## config.mk

```make
export PLATFORM = sky130hd
export DESIGN_NAME = spi_slave
export DESIGN_NICKNAME = d
export VERILOG_FILES = /design/src/rtl/spi_slave.sv
export SDC_FILE = /design/constraint.sdc
export NUM_CORES = 1
export LEC_CHECK = 0
export CORE_MARGIN = 5
export CORE_UTILIZATION = 58
export CTS_BUF_LIST = sky130_fd_sc_hd__clkbuf_16
export CTS_CLUSTER_SIZE = 28
export DETAILED_ROUTE_END_ITERATION = 16
export GPL_TIMING_DRIVEN = 1
export PLACE_DENSITY = 0.93
export RECOVER_POWER = 50
export SLEW_MARGIN = 25
export SYNTH_ARGS = -nofsm -noshare
export SYNTH_HDL_FRONTEND = slang
export SYNTH_SLANG_ARGS = --single-unit
```

## constraint.sdc

```tcl
create_clock -name clk_i -period 3.2 [get_ports clk_i]
set_input_delay 0.48 -clock clk_i [delete_from_list [all_inputs] [get_ports clk_i]]
set_output_delay 0.48 -clock clk_i [all_outputs]
set_load 0.02 [all_outputs]
```

## src/rtl/spi_slave.sv

```systemverilog
// SPI peripheral endpoint: oversampled SCLK/CS_n/MOSI, byte-wide RX strobe, one-entry TX holding register.
// Optional SPI_SLAVE_MISO_HIZ_EN: release MISO (1'bz) whenever synchronized CS_n is high or in reset.
module spi_slave #(
  parameter int unsigned SPI_MODE = 0,
  parameter int unsigned SYNC_FF  = 2
) (
  input  logic       clk_i,
  input  logic       reset_l_i,
  input  logic [7:0] tx_data_byte_i,
  input  logic       tx_data_valid_i,
  output logic       tx_ready_o,
  output logic [7:0] rx_data_byte_o,
  output logic       rx_data_valid_o,
  input  logic       spi_clk_i,
  input  logic       spi_cs_n_i,
  input  logic       spi_mosi_i,
  output logic       spi_miso_o
);

  localparam logic CPOL = SPI_MODE[1];
  localparam logic CPHA = SPI_MODE[0];

  typedef enum logic {
    IDLE   = 1'b0,
    ACTIVE = 1'b1
  } state_t;

  logic [SYNC_FF-1:0] sclk_sync_r;
  logic [SYNC_FF-1:0] cs_sync_r;
  logic [SYNC_FF-1:0] mosi_sync_r;
  logic               sclk_prev_r;
  state_t             state_r;
  logic [2:0]         cnt_r;
  logic [7:0]         rx_shift_r;
  logic [7:0]         tx_shift_r;
  logic [7:0]         hold_r;
  logic               hold_full_r;
  logic               first_r;
  logic               tx_ready_r;
  logic [7:0]         rx_byte_r;
  logic               rx_valid_r;

  logic sclk_s;
  logic cs_s;
  logic mosi_s;
  logic sclk_edge_s;
  logic lead_s;
  logic trail_s;
  logic frame_s;
  logic sample_s;
  logic shift_s;
  logic byte_done_s;
  logic cs_fall_s;
  logic reload_s;
  logic load_s;
  logic wr_s;
  logic hold_full_nxt_s;
  logic [7:0] next_tx_s;

  assign sclk_s = sclk_sync_r[SYNC_FF-1];
  assign cs_s   = cs_sync_r[SYNC_FF-1];
  assign mosi_s = mosi_sync_r[SYNC_FF-1];

  // MOSI shares the SCLK synchronizer depth so the sampled bit lines up with the detected edge
  assign sclk_edge_s = sclk_s ^ sclk_prev_r;
  assign lead_s      = sclk_edge_s & (sclk_s != CPOL);
  assign trail_s     = sclk_edge_s & (sclk_s == CPOL);
  assign frame_s     = (state_r == ACTIVE) & ~cs_s;
  assign sample_s    = frame_s & (CPHA ? trail_s : lead_s);
  assign shift_s     = frame_s & (CPHA ? lead_s : trail_s);
  assign byte_done_s = sample_s & (cnt_r == 3'd7);
  assign cs_fall_s   = (state_r == IDLE) & ~cs_s;

  // CPHA=1 defers the next-byte load to the leading edge that must present its MSB
  assign reload_s = CPHA ? (shift_s & (cnt_r == 3'd0) & ~first_r) : byte_done_s;
  assign load_s   = cs_fall_s | reload_s;

  assign next_tx_s       = hold_full_r ? hold_r : 8'h00;
  assign wr_s            = tx_data_valid_i & tx_ready_r;
  assign hold_full_nxt_s = wr_s | (hold_full_r & ~load_s);

  // Input synchronizers and SCLK edge history
  always_ff @(posedge clk_i or negedge reset_l_i) begin
    if (!reset_l_i) begin
      sclk_sync_r <= {SYNC_FF{CPOL}};
      cs_sync_r   <= {SYNC_FF{1'b1}};
      mosi_sync_r <= {SYNC_FF{1'b0}};
      sclk_prev_r <= CPOL;
    end else begin
      sclk_sync_r <= {sclk_sync_r[SYNC_FF-2:0], spi_clk_i};
      cs_sync_r   <= {cs_sync_r[SYNC_FF-2:0], spi_cs_n_i};
      mosi_sync_r <= {mosi_sync_r[SYNC_FF-2:0], spi_mosi_i};
      sclk_prev_r <= sclk_s;
    end
  end

  // TX holding register and write handshake
  always_ff @(posedge clk_i or negedge reset_l_i) begin
    if (!reset_l_i) begin
      hold_r      <= 8'h00;
      hold_full_r <= 1'b0;
      tx_ready_r  <= 1'b0;
    end else begin
      if (wr_s) begin
        hold_r <= tx_data_byte_i;
      end else begin
        hold_r <= hold_r;
      end
      hold_full_r <= hold_full_nxt_s;
      tx_ready_r  <= ~hold_full_nxt_s;
    end
  end

  // Frame FSM with RX/TX shift registers and byte counter
  always_ff @(posedge clk_i or negedge reset_l_i) begin
    if (!reset_l_i) begin
      state_r    <= IDLE;
      cnt_r      <= 3'd0;
      rx_shift_r <= 8'h00;
      tx_shift_r <= 8'h00;
      first_r    <= 1'b0;
      rx_byte_r  <= 8'h00;
      rx_valid_r <= 1'b0;
    end else begin
      rx_valid_r <= 1'b0;
      case (state_r)
        IDLE: begin
          cnt_r <= 3'd0;
          if (!cs_s) begin
            state_r    <= ACTIVE;
            tx_shift_r <= next_tx_s;
            first_r    <= 1'b1;
          end else begin
            tx_shift_r <= 8'h00;
            first_r    <= 1'b0;
          end
        end
        ACTIVE: begin
          if (cs_s) begin
            // partial byte and unsent TX bits are abandoned
            state_r    <= IDLE;
            cnt_r      <= 3'd0;
            tx_shift_r <= 8'h00;
            first_r    <= 1'b0;
          end else begin
            if (sample_s) begin
              rx_shift_r <= {rx_shift_r[6:0], mosi_s};
              cnt_r      <= cnt_r + 3'd1;
            end else begin
              cnt_r <= cnt_r;
            end
            if (byte_done_s) begin
              rx_byte_r  <= {rx_shift_r[6:0], mosi_s};
              rx_valid_r <= 1'b1;
            end else begin
              rx_byte_r <= rx_byte_r;
            end
            if (reload_s) begin
              tx_shift_r <= next_tx_s;
            end else if (shift_s && (cnt_r != 3'd0)) begin
              tx_shift_r <= {tx_shift_r[6:0], 1'b0};
            end else begin
              tx_shift_r <= tx_shift_r;
            end
            if (shift_s && (cnt_r == 3'd0)) begin
              first_r <= 1'b0;
            end else begin
              first_r <= first_r;
            end
          end
        end
        default: begin
          state_r    <= IDLE;
          cnt_r      <= 3'd0;
          tx_shift_r <= 8'h00;
          first_r    <= 1'b0;
        end
      endcase
    end
  end

  assign tx_ready_o      = tx_ready_r;
  assign rx_data_byte_o  = rx_byte_r;
  assign rx_data_valid_o = rx_valid_r;

`ifdef SPI_SLAVE_MISO_HIZ_EN
  assign spi_miso_o = cs_s ? 1'bz : tx_shift_r[7];
`else
  assign spi_miso_o = tx_shift_r[7];
`endif

endmodule

```

==> results of run 1 <==
## power groups by stage
stage,clock [uW],combinational (uW),sequential [uW]
2_1_floorplan,0,124,711
3_3_place_gp,0,164,729
3_5_place_dp,0,173,736
4_1_cts,488,176,728
5_1_grt,519,195,743
6_report,484,174,731
## registers in the layout, summed over array words and instances, names as in the netlist
register	cells
tx_ready_o	1
rx_shift_r	7
rx_data_valid_o	1
tx_shift_r	8
sclk_prev_r	1
state_r	1
cnt_r	3
mosi_sync_r	2
rx_data_byte_o	8
hold_full_r	1
sclk_sync_r	2
hold_r	8
cs_sync_r	2
## metrics by stage
stage | util | total power [uW] | hold WS (ns) | instances
final | 0.738 | 1390 | 0.186 | 211
after global routing | 0.738 | 1460 | 0.231 | 211
after CTS | 0.738 | 1390 | 0.352 | 211
after detailed placement | 0.692 | 909 | 0.338 | 203
after global placement | 0.692 | 893 | 0.334 | 203
after floorplan | - | 835 | 0.184 | 143
## how the worst max path moves through the flow
stage,start,end,slack (ns),cells past startpoint
after floorplan,cnt_r[0],tx_shift_r[1],1.64,6
after CTS,cnt_r[1],rx_data_byte_o[7],1.25,5
after global placement,cnt_r[1],rx_data_byte_o[6],1.35,5
final,cnt_r[1],rx_data_byte_o[7],1.22,5
after detailed placement,cnt_r[1],rx_data_byte_o[7],1.27,5
after global routing,cs_sync_r[1],tx_shift_r[7],1.08,3
## metal layers
metal / share of wire / global-route usage / vias to the layer above
li1: - / - / 568
met1: 0.44 / 0.255 / 606
met2: 0.49 / 0.303 / 41
met3: 0.048 / 0.0499 / 6
met4: 0.016 / 0.0759 / 0
met5: 0 / 0 / -
## area by class of cell
class	instances	area (um^2)	area share
Sequential cell	45	1130	0.493
Multi-Input combinational cell	79	688	0.300
Timing Repair Buffer	24	238	0.104
Clock buffer	5	125	0.0546
Tap cell	44	55.1	0.0240
Inverter	11	41.3	0.0180
Clock inverter	3	15.0	0.00655
## placed cells by master, fill, tap and decap left out, types with 2 or more instances in the layout
master / instances
inv_1: 13
a222oi_1: 7
mux2_2: 23
clkbuf_16: 5
nand2b_1: 2
nor2_4: 2
ha_1: 3
nand2_1: 9
a21oi_1: 2
clkdlybuf4s50_1: 22
nor2_1: 4
o32ai_1: 7
dfrtp_1: 43
mux2i_1: 2
dfstp_2: 2
o211ai_1: 7
## cells by family after synthesis
| logic type | count (synthesis) | synth area share |
|---|---|---|
| adder cells (fa/ha/maj) | 3 | 0.0197 |
| XOR/XNOR | 1 | 0.00461 |
| AO/OA/AOI/OAI | 28 | 0.124 |
| flip-flops | 45 | 0.593 |
| AND/OR/NAND/NOR | 22 | 0.0671 |
| buffers and inverters | 19 | 0.0447 |
| multiplexers | 25 | 0.147 |
## critical path, stage by stage (launching register included)
cell      delay (ns)
dfrtp_1         0.37
ha_1            0.16
ha_1            0.17
nand3b_1        0.39
nor2_4          0.39
mux2_2          0.38
==> summary.txt, run 1 <==
Clock network
  – Post-CTS resize count: 0
  – CTS HTree Levels: 2
  – CTS buffer count: 5
  – Clock Sinks: 45
  – TritonCTS clock tree: done
  – Cts hold-fix bufs: 0
  – Post-CTS setup buffer count: 0
  – Clk_lat worst skew: 0.28 ns
  – Clock buffer depth: 2
  – Clock slew seen by the registers of the worst setup and hold paths: 0.06 ns
  – Clock root cell: clkbuf_16

Detailed routing
  – Final Routed Wirelength: 3540 um
  – Vias per cell: between 5 and 6
  – # DRC: 0
  – DR iter-0 viols: 87
  – 1st-pass router iterations: 4
  – ANT nets after route: 0
  – WL/cell: 16.8 um
  – Vias: 1,221

Pwr
  – Worst vdd ir: 0.560 mV
  – Psw: 351 uW
  – Flop pwr share: 0.526
  – Sw Ratio: 0.253
  – Clock share of power: 0.348
  – P per Cell Area: a little over 600 nW/um^2
  – Pint: 1040 uW
  – Comb power frac: 0.125
  – Leak Pwr: 0.00101 uW

Global route
  – Total grt overflow: 0
  – Gr usage total: 0.192
  – Vias in the first global route: 1,294
  – Global-route wire length before repair: 6340 um
  – Largest net degree at the start of global routing: between 40 and 50
  – Initial antenna violation count: 0

Timing
  – Final slew viol count: 0
  – Maximum clock rate: 504 MHz
  – Sum Neg Setup Slack: 0 ns
  – Tmin final: 1.98 ns
  – Fin crit share: 0.620
  – Final setup vio count: 0
  – Measured slew at the worst slew-check pin: just over 0.8 ns
  – Final hold vios: 0
  – RSZ-0062 raised after global routing: no
  – Skew final: 0.00305 ns
  – Slew HR: 0.459
  – Final WS setup: 1.22 ns

Logic synthesis
  – Asr flop ratio synth: 1.00
  – Post-synth top area share: 0.566
  – Ys flop type: dfrtp_1
  – Top cells by count, synth: 43 x dfrtp_1, 23 x mux2_2, 11 x inv_1, 9 x nand2_1
  – Number of synthesized flops with an enable pin: 0
  – Post-synth top area cell: dfrtp_1
  – Register bit total from synthesis: 45
  – Post-synthesis sequential area ratio: 0.593
  – Gate Count Post-Synth: 143
  – Syn nets: 160
  – Ranking of synthesized cells by area: dfrtp_1 57%, mux2_2 14%, a222oi_1 3.7%
  – Syn Area/Cell: around 13 um^2
  – YS warnings: 0
  – Most common cell in the netlist: dfrtp_1
  – Synthesized area: 1900 um^2
  – Distinct cells, synth: 29

Setup path
  – CP arrival: 2.14 ns
  – R2r endpoint: rx_data_byte_o[7]
  – Kind of critical path: reg -> reg
  – Reg2reg setup slack: 1.22 ns
  – Crit path capture type: register
  – Worst path required time: ~3.4 ns
  – Worst reg2reg path startpoint: cnt_r[1]
  – Critical path launch point type: register
  – R2r worst-path depth: 5
  – Crit-path max FO: 12

Placed design
  – Post-DP HPWL: 2370 um
  – Final Wtd Congestion: 0.855
  – Place WS: approximately 1.3 ns
  – I/O Buffers: 24
  – Post-DP Area: between 2000 and 2500 um^2

Floorplan
  – Die width: 67.3 um
  – Effective utilization at floorplan: 0.613
  – Number of core rows: 20
  – IO Count: 25
  – Core area: 3100 um^2
  – Die H: 67.3 um
  – Full die area: 4520 um^2

Cells and area
  – Area delta synth->final: 20.5%
  – ANT cells: 0
  – Filler cells: ~200
  – Layout cell share with drive strength beyond 1: 0.222
  – Post-layout instance area: 2290 um^2
  – NumNets Final: between 150 and 200

Hold path
  – HP Class: in -> async

Job
  – Max Cap Viol: 0

Status
  – Status: completed
No activity file was read; power rests on OpenSTA's default activity.
==> inputs of run 2 (changes only) <==
--- a/config.mk
+++ b/config.mk
@@ -6,12 +6,12 @@
 export NUM_CORES = 1
 export LEC_CHECK = 0
 export CORE_MARGIN = 5
-export CORE_UTILIZATION = 58
+export CORE_UTILIZATION = 54
 export CTS_BUF_LIST = sky130_fd_sc_hd__clkbuf_16
 export CTS_CLUSTER_SIZE = 28
 export DETAILED_ROUTE_END_ITERATION = 16
 export GPL_TIMING_DRIVEN = 1
-export PLACE_DENSITY = 0.93
+export PLACE_DENSITY = 0.88
 export RECOVER_POWER = 50
 export SLEW_MARGIN = 25
 export SYNTH_ARGS = -nofsm -noshare
==> constraint.sdc (replaced) <==
create_clock -name clk_i -period 1.9 [get_ports clk_i]
set_input_delay 0.285 -clock clk_i [delete_from_list [all_inputs] [get_ports clk_i]]
set_output_delay 0.285 -clock clk_i [all_outputs]
set_load 0.02 [all_outputs]
==> run 2 against run 1 <==
Via count rose by 5.2%. Worst setup slack got worse by 1.1 ns. Core utilization fell by 4.9 points. Largest cell class unchanged. Highest routed layer unchanged. Hold slack improved by 0.093 ns. Clock-buffer cell count did not move. Sequential power rose by 68%.
==> summary.txt, run 2 (synthesis gave the netlist of run 1 again) <==
Detailed routing
  – Vias: 1,285 (was 1,221)
  – ANT nets after route: 0 (unchanged)
  – Final Routed Wirelength: 3670 um (was 3540 um)
  – # DRC: 0 (unchanged)
  – 1st-pass router iterations: 4 (unchanged)
  – Vias per cell: 5.92 (was 5.79)
  – WL/cell: 16.9 um (was 16.8 um)
  – DR iter-0 viols: 100 (was 87)

Setup path
  – Kind of critical path: reg -> reg (unchanged)
  – Reg2reg setup slack: 0.15 ns (was 1.22 ns)
  – CP arrival: 1.91 ns (was 2.14 ns)
  – Critical path launch point type: register (unchanged)
  – Worst reg2reg path startpoint: cnt_r[1] (unchanged)
  – Crit path capture type: register (unchanged)
  – R2r worst-path depth: 6 (was 5)
  – R2r endpoint: tx_shift_r[4] (was rx_data_byte_o[7])
  – Crit-path max FO: 11 (was 12)
  – Worst path required time: 2.06 ns (was 3.36 ns)

Global route
  – Global-route wire length before repair: 6370 um (was 6340 um)
  – Total grt overflow: 0 (unchanged)
  – Gr usage total: 0.170 (was 0.192)
  – Largest net degree at the start of global routing: 46 (unchanged)
  – Initial antenna violation count: 0 (unchanged)
  – Vias in the first global route: 1,310 (was 1,294)

Clock network
  – Post-CTS resize count: 0 (unchanged)
  – Clock buffer depth: 2 (unchanged)
  – CTS buffer count: 5 (unchanged)
  – Post-CTS setup buffer count: 0 (unchanged)
  – Clk_lat worst skew: 0.28 ns (about the same)
  – TritonCTS clock tree: done (unchanged)
  – Clock slew seen by the registers of the worst setup and hold paths: 0.06 ns (about the same)
  – Clock root cell: clkbuf_16 (unchanged)
  – Cts hold-fix bufs: 0 (unchanged)
  – Clock Sinks: 45 (unchanged)
  – CTS HTree Levels: 2 (unchanged)

Pwr
  – P per Cell Area: 1010 nW/um^2 (was 606 nW/um^2)
  – Worst vdd ir: 0.880 mV (was 0.560 mV)
  – Leak Pwr: 0.00102 uW (was 0.00101 uW)

Timing
  – Final setup vio count: 0 (unchanged)
  – Fin crit share: 0.921 (was 0.620)
  – RSZ-0062 raised after global routing: no (unchanged)
  – Measured slew at the worst slew-check pin: 1.05 ns (was 0.812 ns)
  – Tmin final: 1.75 ns (was 1.98 ns)
  – Slew HR: 0.300 (was 0.459)
  – Maximum clock rate: 571 MHz (was 504 MHz)
  – Skew final: 0.00423 ns (was 0.00305 ns)
  – WHS: 0.279 ns (was 0.186 ns)
  – Final slew viol count: 0 (unchanged)
  – Sum Neg Setup Slack: 0 ns (unchanged)
  – Final hold vios: 0 (unchanged)

Placed design
  – Placed cells: 209 (was 203)
  – I/O Buffers: 24 (unchanged)
  – Post-DP HPWL: 2530 um (was 2370 um)
  – Final Wtd Congestion: 0.762 (was 0.855)

Cells and area
  – Most frequent cells in the layout: 43 x dfrtp_1, 23 x mux2_2, 20 x clkdlybuf4s50_1 (was 43 x dfrtp_1, 23 x mux2_2, 22 x clkdlybuf4s50_1)
  – Core Util, Final: 0.689 (was 0.738)
  – NumNets Final: 187 (was 183)
  – Layout cell share with drive strength beyond 1: 0.240 (was 0.222)
  – Area delta synth->final: 21.9% (was 20.5%)
  – ANT cells: 0 (unchanged)
  – Post-route insts no fill: 217 (was 211)
  – Most common cell after layout, fill and taps aside: dfrtp_1 (unchanged)

Floorplan
  – Effective utilization at floorplan: 0.565 (was 0.613)
  – IO Count: 25 (unchanged)
  – Full die area: 4810 um^2 (was 4520 um^2)
  – Die width: 69.3 um (was 67.3 um)
  – Die H: 69.3 um (was 67.3 um)
  – Number of core rows: 21 (was 20)
  – Core area: 3360 um^2 (was 3100 um^2)

Status
  – Status: completed (unchanged)

Job
  – Max Cap Viol: 0 (unchanged)

Hold path
  – HP Class: in -> async (unchanged)
-- run 2: changes by cell type in the layout (fill, tap and decap cells not counted) --
| cell | previous run | this run |
|---|---|---|
| buf_2 | 0 | 1 |
| buf_4 | 1 | 3 |
| clkbuf_2 | 0 | 1 |
| clkdlybuf4s50_1 | 22 | 20 |
| clkinv_1 | 0 | 1 |
| dlygate4sd3_1 | 1 | 3 |
| inv_1 | 13 | 12 |
-- run 2: worst max path at each step --
stage          startpoint            end  slack, ns  depth (start not counted)
6_report         cnt_r[1]  tx_shift_r[4]       0.15                          6
5_1_grt          cnt_r[1]  tx_shift_r[4]       0.04                          6
4_1_cts          cnt_r[1]  tx_shift_r[4]       0.14                          6
3_5_place_dp     cnt_r[1]  tx_shift_r[4]       0.17                          6
3_3_place_gp     cnt_r[1]  tx_shift_r[7]       0.27                          6
2_1_floorplan    cnt_r[0]  tx_shift_r[1]       0.34                          6
-- run 2: through the flow --
| step | cell area [um^2] | power (uW) | setup WS [ns] |
|---|---|---|---|
| 6_report | 2320 | 2340 | 0.150 |
| 3_3_place_gp | 2180 | 1510 | 0.268 |
| 4_1_cts | 2320 | 2360 | 0.144 |
| 5_1_grt | 2320 | 2450 | 0.0371 |
| 2_1_floorplan | 1900 | 1410 | 0.338 |
| 3_5_place_dp | 2180 | 1540 | 0.168 |
-- run 2: worst max-delay path, stage by stage, from the launching register on --
cell,delay [ns]
dfrtp_1,0.37
ha_1,0.16
ha_1,0.18
nand3b_1,0.15
buf_4,0.21
o2111a_2,0.18
a222oi_1,0.37
-- run 2: layer usage --
| metal | vias to the layer above | global-route usage | wire length, um |
|---|---|---|---|
| met3 | 16 | 0.0507 | 191 |
| met2 | 55 | 0.270 | 1820 |
| met5 | - | 0 | 0 |
| met4 | 0 | 0.0976 | 127 |
| met1 | 635 | 0.204 | 1520 |
| li1 | 579 | - | - |
-- run 2: layout make-up --
type	count	area, um^2
Clock inverter	3	15.0
Clock buffer	5	125
Inverter	11	41.3
Timing Repair Buffer	28	263
Tap cell	46	57.6
Fill cell	236	1040
Sequential cell	45	1130
Multi-Input combinational cell	79	688
-- run 2: power by group --
part           leakage [uW]  total [uW]  internal (uW)  switching (uW)
logic              0.000386         299            166             133
clock network     0.0000687         812            477             335
registers          0.000570        1230           1110             124
==> inputs of run 3 (changes only) <==
--- a/config.mk
+++ b/config.mk
@@ -13,6 +13,7 @@
 export GPL_TIMING_DRIVEN = 1
 export PLACE_DENSITY = 0.88
 export RECOVER_POWER = 50
+export SKIP_CTS_REPAIR_TIMING = 1
 export SLEW_MARGIN = 25
 export SYNTH_ARGS = -nofsm -noshare
 export SYNTH_HDL_FRONTEND = slang
==> results of run 3 <==
Final layout, timing and power as in run 2 (identical DEF).
